<file path="config.mk">
export PLATFORM = sky130hd
export DESIGN_NAME = ex_hazard_ctrl_flat
export DESIGN_NICKNAME = d
export VERILOG_FILES = /design/src/rtl/ex_hazard_ctrl_if.sv /design/src/rtl/ex_hazard_ctrl.sv /design/src/flat_wrapper.sv
export SDC_FILE = /design/constraint.sdc
export NUM_CORES = 1
export LEC_CHECK = 0
export ABC_AREA = 0
export BUFFER_PORTS_ARGS = -buffer_cell sky130_fd_sc_hd__buf_2
export CAP_MARGIN = 20
export CORE_ASPECT_RATIO = 0.9
export CORE_MARGIN = 2
export CORE_UTILIZATION = 30
export DETAILED_ROUTE_END_ITERATION = 6
export GPL_TIMING_DRIVEN = 0
export MAX_ROUTING_LAYER = met4
export RECOVER_POWER = 25
export SYNTH_ARGS = -nofsm -noshare
export SYNTH_HDL_FRONTEND = slang
export SYNTH_SLANG_ARGS = --single-unit
</file>
<file path="constraint.sdc">
create_clock -name clk -period 4.1 [get_ports clk]
set_clock_uncertainty 0.15 [all_clocks]
set_input_delay 0.41 -clock clk [delete_from_list [all_inputs] [get_ports clk]]
set_output_delay 0.41 -clock clk [all_outputs]
set_load 0.03 [all_outputs]
</file>
<file path="src/rtl/ex_hazard_ctrl_if.sv">
//------------------------------------------------------------------------------
// Module   : ex_hazard_ctrl_if
// Purpose  : Bundle between the ID/EX pipeline datapath and the execute-stage
//            hazard/forwarding scheduler. The master is the pipeline (drives
//            ID-stage decode info and the MEM redirect); the slave is the
//            scheduler (drives stall/bubble/flush and operand forward selects).
// Revision : 1.0 - initial release
//------------------------------------------------------------------------------
`default_nettype none

interface ex_hazard_ctrl_if #(
  parameter int AW = 5
);
  // ID-stage instruction description
  logic [AW-1:0] id_rs;
  logic [AW-1:0] id_rt;
  logic          id_uses_rt;
  logic [AW-1:0] id_rw;
  logic          id_regwr;
  logic          id_memtoreg;
  // MEM-stage taken branch / jump
  logic          mem_redirect;
  // Pipeline controls
  logic          pc_stall;
  logic          ifid_stall;
  logic          idex_bubble;
  logic          ifid_flush;
  logic          exmem_flush;
  // EX operand mux selects: 00 BusA/BusB, 01 EX/MEM ALUout, 10 WB data
  logic [1:0]    fwd_a;
  logic [1:0]    fwd_b;

  modport master (
    output id_rs, id_rt, id_uses_rt, id_rw, id_regwr, id_memtoreg, mem_redirect,
    input  pc_stall, ifid_stall, idex_bubble, ifid_flush, exmem_flush, fwd_a, fwd_b
  );

  modport slave (
    input  id_rs, id_rt, id_uses_rt, id_rw, id_regwr, id_memtoreg, mem_redirect,
    output pc_stall, ifid_stall, idex_bubble, ifid_flush, exmem_flush, fwd_a, fwd_b
  );
endinterface

`default_nettype wire

</file>
<file path="src/rtl/ex_hazard_ctrl.sv">
//------------------------------------------------------------------------------
// Module   : ex_hazard_ctrl
// Purpose  : Execute-stage hazard and forwarding scheduler for a 5-stage
//            pipeline. Shadows rw/regwr/memtoreg of the EX, MEM and WB
//            instructions and derives stall, bubble and flush controls plus
//            registered EX operand forward selects. Branches resolve in MEM,
//            so a redirect squashes IF/ID, ID/EX and EX/MEM.
// Config   : HAZARD_FWD_EN defined   -> forwarding enabled, only load-use stalls.
//            HAZARD_FWD_EN undefined -> no forwarding (fwd = 00), every RAW
//                                       dependency still in flight stalls.
// Revision : 1.0 - initial release
//------------------------------------------------------------------------------
`default_nettype none

module ex_hazard_ctrl #(
  parameter int AW        = 5,
  parameter bit WB_BYPASS = 1'b1
) (
  input  wire logic         clk,
  input  wire logic         rst_n,
  ex_hazard_ctrl_if.slave   hz,
  output logic [1:0]        dbg_state_o,
  output logic              dbg_ex_wr_o
);

  typedef struct packed {
    logic [AW-1:0] rw;
    logic          wr;
    logic          m2r;
  } shadow_t;

  typedef enum logic [1:0] {
    ST_RUN   = 2'd0,
    ST_STALL = 2'd1,
    ST_FLUSH = 2'd2
  } state_t;

  shadow_t ex_q, mem_q, wb_q;
  shadow_t ex_d, mem_d;
  state_t  state_q, state_d;

  logic w_hazard;
  logic w_pc_stall;
  logic w_ifid_stall;
  logic w_idex_bubble;
  logic w_ifid_flush;
  logic w_exmem_flush;

  // Register 0 is hard-wired zero, so it can never be a producer.
  function automatic logic match(input shadow_t s, input logic [AW-1:0] r);
    return s.wr && (s.rw == r) && (r != '0);
  endfunction

`ifdef HAZARD_FWD_EN
  logic [1:0] fwd_a_q, fwd_b_q, fwd_a_d, fwd_b_d;

  // Youngest producer wins; a load still in EX has no data yet (that is the stall cycle).
  function automatic logic [1:0] fwd_sel(input shadow_t ex_s, input shadow_t mem_s,
                                         input shadow_t wb_s, input logic [AW-1:0] r);
    if (match(ex_s, r) && !ex_s.m2r)                return 2'b01;
    else if (match(mem_s, r))                       return 2'b10;
    else if ((WB_BYPASS == 1'b0) && match(wb_s, r)) return 2'b10;
    else                                            return 2'b00;
  endfunction

  // With forwarding, only a load directly ahead of its consumer must wait.
  assign w_hazard = ex_q.m2r &&
                    (match(ex_q, hz.id_rs) || (hz.id_uses_rt && match(ex_q, hz.id_rt)));

  // Select for the instruction entering EX; a bubble entering EX never forwards.
  always_comb begin
    fwd_a_d = 2'b00;
    fwd_b_d = 2'b00;
    if (!w_idex_bubble) begin
      fwd_a_d = fwd_sel(ex_q, mem_q, wb_q, hz.id_rs);
      fwd_b_d = fwd_sel(ex_q, mem_q, wb_q, hz.id_rt);
    end
  end

  // Forward selects are registered so they line up with the operands in EX.
  always_ff @(posedge clk or negedge rst_n) begin
    if (!rst_n) begin
      fwd_a_q <= 2'b00;
      fwd_b_q <= 2'b00;
    end else begin
      fwd_a_q <= fwd_a_d;
      fwd_b_q <= fwd_b_d;
    end
  end

  assign hz.fwd_a = fwd_a_q;
  assign hz.fwd_b = fwd_b_q;
`else
  logic w_hz_rs, w_hz_rt;

  // Without forwarding, any in-flight producer not yet visible to the regfile read stalls.
  assign w_hz_rs = match(ex_q, hz.id_rs) || match(mem_q, hz.id_rs) ||
                   ((WB_BYPASS == 1'b0) && match(wb_q, hz.id_rs));
  assign w_hz_rt = match(ex_q, hz.id_rt) || match(mem_q, hz.id_rt) ||
                   ((WB_BYPASS == 1'b0) && match(wb_q, hz.id_rt));
  assign w_hazard = w_hz_rs || (hz.id_uses_rt && w_hz_rt);

  assign hz.fwd_a = 2'b00;
  assign hz.fwd_b = 2'b00;
`endif

  // Some shadow bits are carried only for visibility in one configuration.
  logic w_unused;
  assign w_unused = ^{ex_q.m2r, mem_q.m2r, wb_q};

  // Next state and pipeline controls; a redirect overrides any stall this cycle.
  always_comb begin
    state_d       = state_q;
    w_pc_stall    = 1'b0;
    w_ifid_stall  = 1'b0;
    w_idex_bubble = 1'b0;
    w_ifid_flush  = 1'b0;
    w_exmem_flush = 1'b0;

    if (hz.mem_redirect) begin
      w_ifid_flush  = 1'b1;
      w_idex_bubble = 1'b1;
      w_exmem_flush = 1'b1;
    end else if (w_hazard) begin
      w_pc_stall    = 1'b1;
      w_ifid_stall  = 1'b1;
      w_idex_bubble = 1'b1;
    end

    case (state_q)
      ST_RUN: begin
        if (hz.mem_redirect)  state_d = ST_FLUSH;
        else if (w_hazard)    state_d = ST_STALL;
      end
      ST_STALL: begin
        if (hz.mem_redirect)  state_d = ST_FLUSH;
        else if (!w_hazard)   state_d = ST_RUN;
      end
      ST_FLUSH: state_d = ST_RUN;
      default:  state_d = ST_RUN;
    endcase
  end

  // Shadow next values: bubbles and flushes turn the slot into a non-writing NOP.
  always_comb begin
    ex_d  = w_idex_bubble ? '0 : '{rw: hz.id_rw, wr: hz.id_regwr, m2r: hz.id_memtoreg};
    mem_d = w_exmem_flush ? '0 : ex_q;
  end

  // Shadow pipeline and FSM state advance every cycle.
  always_ff @(posedge clk or negedge rst_n) begin
    if (!rst_n) begin
      ex_q    <= '0;
      mem_q   <= '0;
      wb_q    <= '0;
      state_q <= ST_RUN;
    end else begin
      ex_q    <= ex_d;
      mem_q   <= mem_d;
      wb_q    <= mem_q;
      state_q <= state_d;
    end
  end

  // Controls are forced low while reset is asserted, independent of inputs.
  assign hz.pc_stall    = rst_n & w_pc_stall;
  assign hz.ifid_stall  = rst_n & w_ifid_stall;
  assign hz.idex_bubble = rst_n & w_idex_bubble;
  assign hz.ifid_flush  = rst_n & w_ifid_flush;
  assign hz.exmem_flush = rst_n & w_exmem_flush;

  assign dbg_state_o = state_q;
  assign dbg_ex_wr_o = ex_q.wr;

endmodule

`default_nettype wire

</file>
<file path="src/flat_wrapper.sv">
// flat-port wrapper written by rule: the top's interface ports become plain ports
module ex_hazard_ctrl_flat 
#(
  parameter int AW        = 5,
  parameter bit WB_BYPASS = 1'b1
)
  (clk, rst_n, dbg_state_o, dbg_ex_wr_o, hz_id_rs, hz_id_rt, hz_id_uses_rt, hz_id_rw, hz_id_regwr, hz_id_memtoreg, hz_mem_redirect, hz_pc_stall, hz_ifid_stall, hz_idex_bubble, hz_ifid_flush, hz_exmem_flush, hz_fwd_a, hz_fwd_b);
  ex_hazard_ctrl_if #(.AW(AW)) hz_i ();
  input  wire logic clk;
  input  wire logic rst_n;
  output logic [1:0] dbg_state_o;
  output logic dbg_ex_wr_o;
  input wire logic [$bits(hz_i.id_rs)-1:0] hz_id_rs;
  input wire logic [$bits(hz_i.id_rt)-1:0] hz_id_rt;
  input wire logic [$bits(hz_i.id_uses_rt)-1:0] hz_id_uses_rt;
  input wire logic [$bits(hz_i.id_rw)-1:0] hz_id_rw;
  input wire logic [$bits(hz_i.id_regwr)-1:0] hz_id_regwr;
  input wire logic [$bits(hz_i.id_memtoreg)-1:0] hz_id_memtoreg;
  input wire logic [$bits(hz_i.mem_redirect)-1:0] hz_mem_redirect;
  output wire logic [$bits(hz_i.pc_stall)-1:0] hz_pc_stall;
  output wire logic [$bits(hz_i.ifid_stall)-1:0] hz_ifid_stall;
  output wire logic [$bits(hz_i.idex_bubble)-1:0] hz_idex_bubble;
  output wire logic [$bits(hz_i.ifid_flush)-1:0] hz_ifid_flush;
  output wire logic [$bits(hz_i.exmem_flush)-1:0] hz_exmem_flush;
  output wire logic [$bits(hz_i.fwd_a)-1:0] hz_fwd_a;
  output wire logic [$bits(hz_i.fwd_b)-1:0] hz_fwd_b;
  assign hz_i.id_rs = hz_id_rs;
  assign hz_i.id_rt = hz_id_rt;
  assign hz_i.id_uses_rt = hz_id_uses_rt;
  assign hz_i.id_rw = hz_id_rw;
  assign hz_i.id_regwr = hz_id_regwr;
  assign hz_i.id_memtoreg = hz_id_memtoreg;
  assign hz_i.mem_redirect = hz_mem_redirect;
  assign hz_pc_stall = hz_i.pc_stall;
  assign hz_ifid_stall = hz_i.ifid_stall;
  assign hz_idex_bubble = hz_i.idex_bubble;
  assign hz_ifid_flush = hz_i.ifid_flush;
  assign hz_exmem_flush = hz_i.exmem_flush;
  assign hz_fwd_a = hz_i.fwd_a;
  assign hz_fwd_b = hz_i.fwd_b;
  ex_hazard_ctrl #(.AW(AW), .WB_BYPASS(WB_BYPASS)) u_core (.clk(clk), .rst_n(rst_n), .hz(hz_i), .dbg_state_o(dbg_state_o), .dbg_ex_wr_o(dbg_ex_wr_o));
endmodule
</file>
==> results by group <==
Power
  – Net switching fraction of the power: 27.52%
  – Logic gate share of total power: 22.2%
  – Worst IR drop on VDD: 0.1640 mV
  – Cell internal pwr: approximately 0.21 mW
  – Sequential fraction of design power: 52.3%
  – Total Power: just under 0.3 mW
  – Net switching power: between 0.07 and 0.08 mW
  – Power density over the cells: 289.2 nW/um^2
  – Leakage power: 0.4500 nW
  – Clk network pwr share: 25.5%

Floorplanning
  – Row count: 17
  – Top Ports: 33
  – Core Box Area: ~2500 sq um
  – Die boundary width: 57.99 microns
  – Die area: 3050 sq um
  – Initial cell density of the core: a little under a third
  – Die height: 52.59 microns

Timing
  – Portion of the clock cycle consumed by the worst path in the final layout: 66.56%
  – Final Hold Viols: 0
  – Post-Route Setup TNS: 0 ns
  – Headroom to the max-slew limit: 48.20%
  – Final critical path time including I/O delays and setup: around 2.7 ns
  – Total of endpoints with negative setup slack in the final report: 0
  – Tightest Pin Transition: 0.7769 ns
  – Achievable clock frequency: 0.3665 GHz
  – Total count of max-transition violations in the final report: 0
  – RSZ-0062 raised after global routing: false
  – Worst setup slack after layout: 1.371 ns

Critical path
  – Count of buffer and inverter cells on the critical path: 4
  – Delay contributed by the slowest stage of the critical path: 0.59 ns
  – List of cells traversed by the critical path: dlygate4sd3_1, clkbuf_1, nor3b_1, buf_4, buf_2
  – Critical Setup Path Class: in2out
  – Max stage delay cell, worst path: sky130_fd_sc_hd__clkbuf_1
  – Crit path launch type: input pin
  – Critical Path Fanout Max: 17
  – CP top delay family: buffers and inverters
  – Kind of end point of the critical path: output pin
  – CP required: 3.54 ns
  – Arrival time at the worst endpoint: 2.17 ns

Synthesis
  – Area fraction of the dominant cell type after synthesis: 44.52%
  – Mean instance size in the synthesized netlist: 10.36 sq um
  – Xor and xnor fraction of the mapped netlist area: between 20% and 30%
  – Syn. warnings: 0
  – Number of enable flip-flop cells after synthesis: 0
  – Cell types with the highest counts after synthesis: sky130_fd_sc_hd__xnor2_1, sky130_fd_sc_hd__dfrtp_1, sky130_fd_sc_hd__nor2b_1, sky130_fd_sc_hd__and2_1, sky130_fd_sc_hd__buf_4
  – Adder-cell share of the synthesized area: 0%
  – Synthesized flop and latch total: 14
  – Most common cell in the synthesized netlist: sky130_fd_sc_hd__xnor2_1
  – Distinct cell type count of the synthesized netlist: 17
  – Prevailing post-synth register cell: sky130_fd_sc_hd__dfrtp_1
  – Proportion of synthesized chip area in sequential cells: 44.52%
  – Compound-Gate Fraction of Synth Area: 5.405%
  – Synth Area in Simple Gates: 21.14%
  – Mux share of post-synthesis cell area: 0%
  – Mapped cell area: about 800 sq um
  – Leading area contributor after synthesis: sky130_fd_sc_hd__dfrtp_1
  – Largest family of logic cells by synthesized area: XOR/XNOR gates
  – Cells after Synth: between 70 and 80
  – Synth area leaders: sky130_fd_sc_hd__dfrtp_1, sky130_fd_sc_hd__xnor2_1, sky130_fd_sc_hd__nor2b_1
  – Async set-reset flop share out of synthesis: 100.0%

Clock network
  – Maximum count of clock buffers along a single path: 2
  – Htree depth: 1
  – TritonCTS Buffers: 3
  – Clock-pin slew on the worst setup and hold paths: 0.07 ns
  – TritonCTS sink count: 14
  – Clock insertion delay at the later pin of the skew report: 0.27 ns
  – Post-cts sizing count: 0
  – TritonCTS clock tree: built
  – CTS Root Cell: sky130_fd_sc_hd__clkbuf_4

Detailed routing
  – Total via count in the routed design: 593
  – Post-route DRC: 0
  – Number of nets with antenna violations after routing: 0
  – Via-per-instance ratio: 4.297
  – First-pass detailed-route iteration total: 2
  – Routed wirelength normalized by instance count: 11.06 microns
  – Drt total wl: 1526 microns
  – Iteration-0 DRC count of the detailed router: 17

Global route
  – Via count of the first global-routing pass: 550
  – Tot GR Track Use: between 10% and 20%
  – Maximum number of pins on one net before global-route repair: 18
  – Leftover overflow at the end of global routing: 0
  – First-pass GRT wire length: roughly 2300 microns
  – Number of antenna violations at the first check in global routing: 0

Final layout
  – Fill cell instance count of the final layout: 251
  – Nets@finish: 133
  – Antenna fix cells: 0
  – Share of the core filled with cells in the final layout: 40.47%
  – Fraction of final layout cells with drive strength greater than 1: 31.82%
  – Growth of design area from synthesis to finish: 26.87%

Status
  – Run status: finished clean

Place
  – Post-Place Setup Slack: 1.562 ns
  – DPL Wire Length: about 1300 microns
  – Final Wtd Congestion: around 0.74
  – Port Buffer Count: 27

Run
  – Reported max-cap violation count: 0

Hold path
  – Class of the most critical hold timing path: in2reg
-- state kept, by name, summed over array words and instances (netlist names) --
signal / flops
u_core.ex_q: 5
u_core.mem_q: 6
u_core.dbg_state_o: 2
u_core.dbg_ex_wr_o: 1
-- final timing paths --
| check | start | end | slack, ns | depth (start not counted) |
|---|---|---|---|---|
| worst max-delay path | rst_n | hz_pc_stall | 1.37 | 5 |
| worst min-delay path | hz_id_rw[4] | u_core.ex_q[6] | 0.19 | 2 |
| worst max register to register | u_core.ex_q[6] | u_core.ex_q[5] | 2.47 | 5 |
| worst min register to register | u_core.dbg_state_o[1] | u_core.dbg_state_o[1] | 0.30 | 1 |
| max in group asynchronous | rst_n | u_core.mem_q[3] | 2.75 | 2 |
| min in group asynchronous | rst_n | u_core.mem_q[1] | 0.57 | 2 |
-- cell usage in the layout (no fill, tap or decap) --
master and count:
sky130_fd_sc_hd__nor2b_1 8, sky130_fd_sc_hd__o21a_1 1, sky130_fd_sc_hd__nor3_1 2, sky130_fd_sc_hd__o22ai_1 2
sky130_fd_sc_hd__or4_1 1, sky130_fd_sc_hd__clkbuf_4 3, sky130_fd_sc_hd__conb_1 4, sky130_fd_sc_hd__nand4_1 4
sky130_fd_sc_hd__buf_2 25, sky130_fd_sc_hd__a22oi_1 1, sky130_fd_sc_hd__dlygate4sd3_1 1, sky130_fd_sc_hd__a221oi_2 1
sky130_fd_sc_hd__nor2_1 1, sky130_fd_sc_hd__nor3b_1 1, sky130_fd_sc_hd__xnor2_1 20, sky130_fd_sc_hd__nand2_1 5
sky130_fd_sc_hd__clkbuf_1 3, sky130_fd_sc_hd__dfrtp_1 14, sky130_fd_sc_hd__buf_4 6, sky130_fd_sc_hd__and2_1 7
-- kinds of logic after synthesis --
family          after synthesis
xor+xnor                     20
compound gates                5
simple gates                 29
other cells                   1
buf+inv                       7
flops                        14
-- through the flow --
step | cell area, sq um | cells | hold WS [ns]
after floorplan | 798.3 | 79 | -0.03559
after global placement | 968.4 | 134 | 0.1768
after detailed placement | 968.4 | 134 | 0.1774
after CTS | 1001 | 138 | 0.1771
after global routing | 998.5 | 138 | 0.1781
final | 998.5 | 138 | 0.1857
-- what timing repair did --
action | CTS | global route
buffers inserted | 0 | 0
setup endpoints to repair | 0 | 0
hold endpoints to repair | 14 | 0
hold buffers | 1 | 0
-- layout make-up --
cell class	count	area [sq um]	area share (%)
tap	28	35.03	3.509
buffer	7	48.80	4.887
timing repair buffer	28	142.6	14.29
clock buffer	3	22.52	2.256
sequential	14	350.3	35.09
multi-input combinational	58	399.1	39.97
-- power groups by stage --
stage / clock, mW / combinational [mW] / sequential [mW]
after floorplan: 0 / 0.0396 / 0.155
after global placement: 0 / 0.0630 / 0.154
after detailed placement: 0 / 0.0644 / 0.154
after CTS: 0.0776 / 0.0652 / 0.151
after global routing: 0.0823 / 0.0703 / 0.152
final: 0.0737 / 0.0642 / 0.151
-- layer usage --
layer	up-vias	GRT usage, %	wire length [microns]
met5	-	-	0
met2	22	16.48	666
met4	0	8.140	27
li1	310	-	-
met3	4	1.728	96
met1	257	13.69	735
Power figures use the tool's default switching activity.
